### config.mk
export PLATFORM = sky130hd
export DESIGN_NAME = mm_job_dispatcher
export DESIGN_NICKNAME = d
export VERILOG_FILES = /design/src/rtl/mm_pkg.sv /design/src/rtl/mm_job_fifo.sv /design/src/rtl/mm_job_dispatcher.sv
export SDC_FILE = /design/constraint.sdc
export NUM_CORES = 1
export LEC_CHECK = 0
export BUFFER_PORTS_ARGS = -buffer_cell sky130_fd_sc_hd__buf_2
export CAP_MARGIN = 20
export CORE_MARGIN = 1
export CORE_UTILIZATION = 30
export CTS_CLUSTER_SIZE = 25
export DETAILED_ROUTE_END_ITERATION = 6
export REMOVE_ABC_BUFFERS = 1
export SYNTH_ARGS = -nofsm -noshare
export SYNTH_HDL_FRONTEND = slang
export SYNTH_SLANG_ARGS = --single-unit
### constraint.sdc
create_clock -name clk -period 17.45 [get_ports clk]
set_clock_uncertainty 0.2 [all_clocks]
set_input_delay 4.3625 -clock clk [delete_from_list [all_inputs] [get_ports clk]]
set_output_delay 4.3625 -clock clk [all_outputs]
set_load 0.01 [all_outputs]
### src/rtl/mm_pkg.sv
// Shared types for the matrix-multiply job launcher.
package mm_pkg;

  localparam int ADDR_WIDTH = 16;
  localparam int DIM_WIDTH  = 16;

  typedef struct packed {
    logic [ADDR_WIDTH-1:0] a_addr;
    logic [ADDR_WIDTH-1:0] b_addr;
    logic [ADDR_WIDTH-1:0] c_addr;
    logic [DIM_WIDTH-1:0]  m;
    logic [DIM_WIDTH-1:0]  n;
    logic [DIM_WIDTH-1:0]  p;
  } job_desc_t;

  // A job with any zero dimension has no work for an engine.
  function automatic logic is_zero_dim(job_desc_t d);
    return (d.m == '0) || (d.n == '0) || (d.p == '0);
  endfunction

endpackage

### src/rtl/mm_job_fifo.sv
// Descriptor FIFO: first-word-fall-through head, extra pointer bit for full/empty.
module mm_job_fifo
  import mm_pkg::*;
#(
  parameter int  DEPTH = 4,
  parameter type T     = job_desc_t
) (
  input  logic                       clk,
  input  logic                       reset,
  input  logic                       push,
  input  T                           push_data,
  input  logic                       pop,
  output T                           head,
  output logic                       full,
  output logic                       empty,
  output logic [$clog2(DEPTH+1)-1:0] level
);

  localparam int AW = $clog2(DEPTH);

  T           mem [DEPTH];
  logic [AW:0] wr_ptr, rd_ptr;
  logic        do_push, do_pop;

  assign do_push = push & ~full;
  assign do_pop  = pop & ~empty;

  assign empty = (wr_ptr == rd_ptr);
  assign full  = (wr_ptr[AW] != rd_ptr[AW]) && (wr_ptr[AW-1:0] == rd_ptr[AW-1:0]);
  assign level = wr_ptr - rd_ptr;
  assign head  = mem[rd_ptr[AW-1:0]];

  // Pointer update; wraps naturally through the extra MSB.
  always_ff @(posedge clk or posedge reset) begin
    if (reset) begin
      wr_ptr <= '0;
      rd_ptr <= '0;
    end else begin
      if (do_push) wr_ptr <= wr_ptr + 1'b1;
      if (do_pop)  rd_ptr <= rd_ptr + 1'b1;
    end
  end

  // Storage is not reset; contents are only observed while non-empty.
  always_ff @(posedge clk) begin
    if (do_push) mem[wr_ptr[AW-1:0]] <= push_data;
  end

endmodule

### src/rtl/mm_job_dispatcher.sv
// Descriptor queue plus round-robin launcher for NUM_ENGINES matmul engines.
module mm_job_dispatcher
  import mm_pkg::*;
#(
  parameter int NUM_ENGINES = 2,
  parameter int QUEUE_DEPTH = 4
) (
  input  logic                             clk,
  input  logic                             reset,
  input  logic                             job_valid_i,
  input  job_desc_t                        job_desc_i,
  output logic                             job_ready_o,
  output logic [NUM_ENGINES-1:0]           eng_start_o,
  output job_desc_t [NUM_ENGINES-1:0]      eng_desc_o,
  input  logic [NUM_ENGINES-1:0]           eng_done_i,
  output logic [NUM_ENGINES-1:0]           eng_busy_o,
  output logic [$clog2(QUEUE_DEPTH+1)-1:0] queue_level_o,
  output logic [15:0]                      jobs_done_o,
  output logic                             idle_o,
  output logic                             err_o,
  input  logic                             err_clr_i
);

  localparam int EW = (NUM_ENGINES > 1) ? $clog2(NUM_ENGINES) : 1;

  job_desc_t              head;
  logic                   full, empty, pop;
  logic                   zero_pop, dispatch, gnt_vld;
  logic [EW-1:0]          rr_ptr, gnt_idx;
  logic [NUM_ENGINES-1:0] done_ok, spurious;
  int                     cand;

  mm_job_fifo #(.DEPTH(QUEUE_DEPTH), .T(job_desc_t)) u_fifo (
    .clk       (clk),
    .reset     (reset),
    .push      (job_valid_i),
    .push_data (job_desc_i),
    .pop       (pop),
    .head      (head),
    .full      (full),
    .empty     (empty),
    .level     (queue_level_o)
  );

  // Find first idle engine starting just past the last grant. With rr_ptr
  // reset to 0, the first grant after reset lands on engine 1 (if present).
  always_comb begin
    gnt_vld = 1'b0;
    gnt_idx = '0;
    cand    = 0;
    for (int k = 1; k <= NUM_ENGINES; k++) begin
      cand = (int'(rr_ptr) + k) % NUM_ENGINES;
      if (!gnt_vld && !eng_busy_o[cand[EW-1:0]]) begin
        gnt_vld = 1'b1;
        gnt_idx = cand[EW-1:0];
      end
    end
  end

  // Zero-dim jobs drain without an engine; real jobs need a grant.
  assign zero_pop = ~empty & is_zero_dim(head);
  assign dispatch = ~empty & ~is_zero_dim(head) & gnt_vld;
  assign pop      = zero_pop | dispatch;
  assign done_ok  = eng_done_i & eng_busy_o;
  assign spurious = eng_done_i & ~eng_busy_o;

  assign job_ready_o = ~full;
  assign idle_o      = empty & ~|eng_busy_o;

  // Per-engine ownership, one-cycle start pulse and held descriptor.
  always_ff @(posedge clk or posedge reset) begin
    if (reset) begin
      eng_start_o <= '0;
      eng_busy_o  <= '0;
      eng_desc_o  <= '0;
    end else begin
      for (int e = 0; e < NUM_ENGINES; e++) begin
        eng_start_o[e] <= dispatch && (gnt_idx == EW'(e));
        if (dispatch && (gnt_idx == EW'(e))) begin
          eng_busy_o[e] <= 1'b1;
          eng_desc_o[e] <= head;
        end else if (done_ok[e]) begin
          eng_busy_o[e] <= 1'b0;
        end
      end
    end
  end

  // Arbiter pointer, completion counter and sticky error flag.
  always_ff @(posedge clk or posedge reset) begin
    if (reset) begin
      rr_ptr      <= '0;
      jobs_done_o <= '0;
      err_o       <= 1'b0;
    end else begin
      if (dispatch) rr_ptr <= gnt_idx;
      jobs_done_o <= jobs_done_o + 16'($countones(done_ok)) + {15'd0, zero_pop};
      if (zero_pop || (|spurious)) err_o <= 1'b1;
      else if (err_clr_i)          err_o <= 1'b0;
    end
  end

endmodule

=== Word level (Yosys, flattened, before mapping) ===
Memory sizes are Yosys's and may differ from the RTL's.
Cells that the tools add are included.

* Output and inout bits: 218
* RAM bits: 384
* Memories: 1
* Bits of input ports: 102
* Bits in registers: 220

* Equality and inequality tests: 3
* Reduce and logical (&&, ||, !) cells: 17
* Mux-type cells: 16
* Order comparisons: 2
* Bitwise operators: 14
* Add/sub/neg operators: 8

{| class="wikitable"
|+ Memories
! name !! depth !! bits a word !! read ports !! clocked after Yosys merged registers in !! write ports !! line !! text
|-
| u_fifo.mem || 4 || 96 || 1 || 0 || 1 || mm_job_fifo.sv:21 || <nowiki>T mem [DEPTH];</nowiki>
|}

{| class="wikitable"
|+ Operators by type and width
! kind !! count
|-
| $logic_not A16 Y1 || 3
|-
| $add A16 B1 Y16 || 1
|-
| $add A16 B2 Y16 || 1
|-
| $mux W1 || 16
|-
| $add A3 B1 Y3 const B || 2
|-
| $and A1 B1 Y1 || 6
|-
| $reduce_bool A2 Y1 || 3
|-
| $and A2 B2 Y2 || 2
|-
| $logic_and A1 B1 Y1 || 4
|-
| $lt A1 B2 Y1 const B || 2
|-
| $not A1 Y1 || 4
|-
| $reduce_or A2 Y1 || 2
|-
| $eq A3 B3 Y1 || 1
|-
| $logic_or A1 B1 Y1 || 3
|-
| $sub A3 B3 Y3 || 1
|-
| $add A1 B1 Y1 const B || 2
|-
| $add A1 B1 Y2 || 1
|-
| $eq A2 B2 Y1 || 1
|-
| $logic_not A1 Y1 || 2
|-
| $not A2 Y2 || 1
|-
| $ne A1 B1 Y1 || 1
|-
| $or A1 B1 Y1 || 1
|}

=== Longest topological paths before layout ===
* Depth after elaboration: 9
* Mapped depth: 16

=== By module ===
Synthesis repeated with hierarchy kept, for this count alone.

* Cell total of the unflattened synthesis: 1056
* Area, all modules: 22505.3 um2

{| class="wikitable"
|+ By module, submodules not included
! module !! area each (um2) !! cells an instance !! times used
|-
| mm_job_fifo || 14315.0 || 548 || 1
|-
| mm_job_dispatcher || 8190.4 || 508 || 1
|}

=== Worst setup path after synthesis ===
OpenSTA, ideal clock, no wires.

* Kind: in2reg
* From: in job_valid_i
* To: mem u_fifo.mem[3][0] (netlist bit) (enable)
* Stages on the path: 1
* Setup time: 468 ps
* Arrival time: 6668 ps
* Required time: 16782 ps
* Slack: 10115 ps
* Buffers on the path: 0
* Cell sequence: and3_1

* Word-level cells in the longest chain between the ends: 3

{| class="wikitable"
|+ Ends and longest elaborated chain
! item !! line !! text
|-
| start: declaration || mm_job_dispatcher.sv:10 || <nowiki>input logic job_valid_i,</nowiki>
|-
| $and A1 B1 Y1 || mm_job_fifo.sv:25 || <nowiki>assign do_push = push & ~full;</nowiki>
|-
| $mux W1 || mm_job_fifo.sv:46 || <nowiki>if (do_push) mem[wr_ptr[AW-1:0]] <= push_data;</nowiki>
|-
| $mux W1 (not written as such) || mm_job_fifo.sv:46 ||
|-
| end: declaration || mm_job_fifo.sv:21 ||
|}

No other way between the ends.

=== Final worst setup path ===
* From: reg u_fifo.rd_ptr[1]
* To: out idle_o

* Word-level cells in the longest chain between the ends: 2

{| class="wikitable"
|+ Ends and longest elaborated chain
! item !! line !! text
|-
| start: declaration || mm_job_fifo.sv:22 || <nowiki>logic [AW:0] wr_ptr, rd_ptr;</nowiki>
|-
| start signal: assignment || mm_job_fifo.sv:40 || <nowiki>if (do_pop) rd_ptr <= rd_ptr + 1'b1;</nowiki>
|-
| $eq A3 B3 Y1 || mm_job_fifo.sv:28 || <nowiki>assign empty = (wr_ptr == rd_ptr);</nowiki>
|-
| $and A1 B1 Y1 || mm_job_dispatcher.sv:68 || <nowiki>assign idle_o = empty & ~|eng_busy_o;</nowiki>
|-
| end: declaration || mm_job_dispatcher.sv:19 || <nowiki>output logic idle_o,</nowiki>
|}

No other way between the ends.

==> results.md <==
* Post-synth EDFFs at about 380
* Crit path max fanout at 51
* Worst min path class: reg -> reg
* Post-detailed-route via-to-cell ratio at 4.528
* CTS clk-pin slew, worst paths at roughly 60 ps
* Number of I/O port buffers at 319
* Synth unique cells at 37
* Result of the run: completed
* Endpoint of the worst hold path: jobs_done_o[15]$_DFF_PP0_
* Effective utilization at floorplan at 0.3031
* Number of maximum-capacitance violations at 0
* Clock insertion delay at the later pin of the skew report at 600 ps
* Worst flop-to-flop path endpoint: eng_desc_o[173]$_DFFE_PP0P_
* Flip-flop and latch count after synthesis at 604
* Iter 0 DRT Violations at 530
* Comb power frac at 0.348
* Kind of launch point of the worst setup path: flip-flop
* Die outline width at ~280 µm
* Placeable Area at between 70000 and 80000 µm²
* Wire length per cell after detailed routing at ~21 µm
* Clock tree from TritonCTS: done
* Congestion Overflow GR at 0
* Worst rel slew slack at 0.2995
* Fraction of final layout cells with drive strength greater than 1 at 0.5089
* Total of hold buffers inserted after clock tree synthesis at 0
* Number of remaining DRC errors at 0
* Pin count of the biggest net entering global routing at 88
* Number of I/O pins at 320
* CTS Root Buffer Type: sky130_fd_sc_hd__clkbuf_16
* Height of the die at 276.0 µm
* Critical Path End Type: primary output
* Die ar. at 76200 µm²
* Clock Sink Count at 604
* Net switching power figure at 1.780 mW
* Post-Route Utilization at 0.3689
* Actual transition at the worst max-transition pin at 1051 ps
* Yosys warns at 0
* Post-synthesis sequential area ratio at 0.7562
* Number of global-route vias before repair at 11860
* Number of gates given a new drive strength after cts at 0
* Start point of the worst min-delay path: jobs_done_o[15]$_DFF_PP0_
* Weighted congestion reported at the end of routability-driven placement at 0.7384
* Summed instance area of the synthesized netlist at 22530 µm²
* Detailed-placement wirelength estimate at 31130 µm
* Final Routed Wirelength at 50080 µm
* Final max-slew violation count at 0
* Number of endpoints failing setup at the final stage at 0
* Via count at 11020
* Fin. Hold Viols at 0
* Setup repair after global routing missed its margin: false
* Synthesized netlist cell count at 1047
* Remaining number of nets flagged by the antenna check after routing at 0
* Initial antenna violation count at 13
* First-pass GRT wire length at 75530 µm
* Sequential power share at 0.404
* Power density over cell area at between 200 and 250 nW/µm²
* Net count of the finished layout at ~1500
* Minimum clock period at between 7000 and 8000 ps
* Portion of the clock cycle consumed by the worst path in the final layout at 0.4108
* Crit path arrival time at 2610 ps
* Num rows at 100
* Average footprint of a synthesized cell at about 22 µm²
* Setup tns final at 0 ps
* # H-tree levels at 3
* Hold Path Depth at 1
* Maximum vdd drop at 0.1408 mV
* Data required time at the worst endpoint at 12890 ps
* Total clock buffers created by CTS at between 60 and 70
* Signed area change from the synthesized netlist to the final layout at 21.68%
* Maximum clock path buffer count at 3
* Main flop type after synthesis: sky130_fd_sc_hd__edfxtp_1
* Flop2flop setup slack at between 10000 and 15000 ps
* R2r startpoint: u_fifo.rd_ptr[1]$_DFFE_PP0P_
* Drt pass-1 iters at 6
* Highest achievable clock rate at 0.1395 GHz
* Worst-case reg-to-reg path depth at 8
* Share of flip-flops with an asynchronous set or reset at 0.3642
* Leakage at 10.37 nW
* Cell internal pwr at 3.798 mW
* GRT Resource Usage Total at 0.1318
* Part of the power in the clock network at 0.248
* Number of setup buffers added after CTS at 0
* Worst Hold Margin at 272.7 ps
* Sw frac at 0.3191
* Kind of critical path: reg -> out
-- layer usage --
metal | up-vias | part of all wire | track usage
met5 | - | 0.0024 | 0
met2 | 256 | 0.48 | 0.2096
met1 | 5779 | 0.45 | 0.1744
met4 | 18 | 0.019 | 0.04512
li1 | 4883 | - | -
met3 | 80 | 0.054 | 0.03515
-- power groups by stage --
stage | clock, mW | combinational [mW] | sequential [mW]
floorplan | 0 | 1.21 | 2.42
global placement | 0 | 1.94 | 2.26
detailed placement | 0 | 1.99 | 2.29
CTS | 1.42 | 2.00 | 2.26
global route | 1.48 | 2.10 | 2.31
finish | 1.38 | 1.94 | 2.25
-- critical path, cell delays in order, from the launching register on --
cell                      delay, ps
sky130_fd_sc_hd__dfrtp_4        980
sky130_fd_sc_hd__inv_1          120
sky130_fd_sc_hd__ha_1           350
sky130_fd_sc_hd__nand3_1        200
sky130_fd_sc_hd__nor3_1         190
sky130_fd_sc_hd__buf_2          160
-- registers in the layout, indices dropped and copies added (netlist names) --
signal,count
rr_ptr,1
u_fifo.wr_ptr,3
u_fifo.mem,384
eng_desc_o,192
u_fifo.rd_ptr,3
eng_start_o,2
jobs_done_o,16
err_o,1
eng_busy_o,2
-- metrics by stage --
step	std cells	total power [mW]	instance area, µm²	setup slack (ps)
after floorplan	1004	3.625	22230	6866
final	2433	5.578	27420	10280
after CTS	2428	5.685	27380	10180
after detailed placement	2305	4.280	25190	10690
after global routing	2431	5.884	27410	10130
after global placement	2304	4.205	25170	10710
-- cells in the mapped netlist, drive strengths merged (2+ instances only) --
cell type  number  share of area
and2            4         0.0011
and3            9         0.0025
buf            35          0.012
clkbuf          8         0.0013
dfrtp         220           0.24
edfxtp        384           0.51
fa              2         0.0018
ha             10         0.0056
inv             9         0.0015
mux2          193          0.099
mux4           96          0.096
nand2          12         0.0020
nand2b          2        0.00056
nand3           4         0.0011
nand4           4         0.0011
nor2            6         0.0010
nor2b           2        0.00056
nor3            2        0.00044
nor4           13         0.0043
o21ai           3        0.00067
xnor2          14         0.0054
xor2            7         0.0027
-- cell usage in the layout (no fill, tap or decap), drive strengths merged, types with 2 or more instances in the layout --
cell type and count:
mux2 193, diode 4, nand2 12, and2 4, bufinv 3, buf 333, nand3 4, xnor2 14
nor2b 2, clkbuf 87, clkinv 26, nand4 4, and3 9, ha 10, xor2 7, o21ai 3
nor2 6, mux4 96, clkinvlp 4, inv 12, nand2b 2, dfrtp 220, nor4 13, nor3 2
fa 2, edfxtp 384
-- worst max path at each step --
| stage | startpoint | end | slack (ps) | cells past startpoint |
|---|---|---|---|---|
| after floorplan | reset | eng_busy_o[0]$_DFFE_PP0P_ | 6870 | 1 |
| final | u_fifo.rd_ptr[1]$_DFFE_PP0P_ | idle_o | 10280 | 5 |
| after global placement | job_valid_i | u_fifo.mem[3][16]$_DFFE_PP_ | 10710 | 3 |
| after detailed placement | job_valid_i | u_fifo.mem[3][95]$_DFFE_PP_ | 10690 | 3 |
| after global routing | u_fifo.rd_ptr[1]$_DFFE_PP0P_ | idle_o | 10130 | 5 |
| after CTS | u_fifo.rd_ptr[1]$_DFFE_PP0P_ | idle_o | 10180 | 5 |
-- cell type report --
cell class,instances,area [µm²]
multi-input cells,391,5182
repair buffers,333,1742
well taps,969,1212
inverters,9,41.29
clock buffers,87,1864
diodes,4,10.01
flip-flops and latches,604,17040
fillers,6878,46910
clock inverters,36,319.1
-- kinds of logic (layout without fill, tap and decap cells) --
logic type	Yosys count	count (layout)	synth area share
multiplexers	289	289	0.1954
other	0	4	0
AND/OR/NAND/NOR	60	60	0.01533
XOR/XNOR	21	21	0.008164
flip-flops	604	604	0.7562
AO/OA/AOI/OAI	9	9	0.002721
buffers and inverters	52	465	0.01488
adder cells (fa/ha/maj)	12	12	0.007331
(Power assumes the default switching activity.)
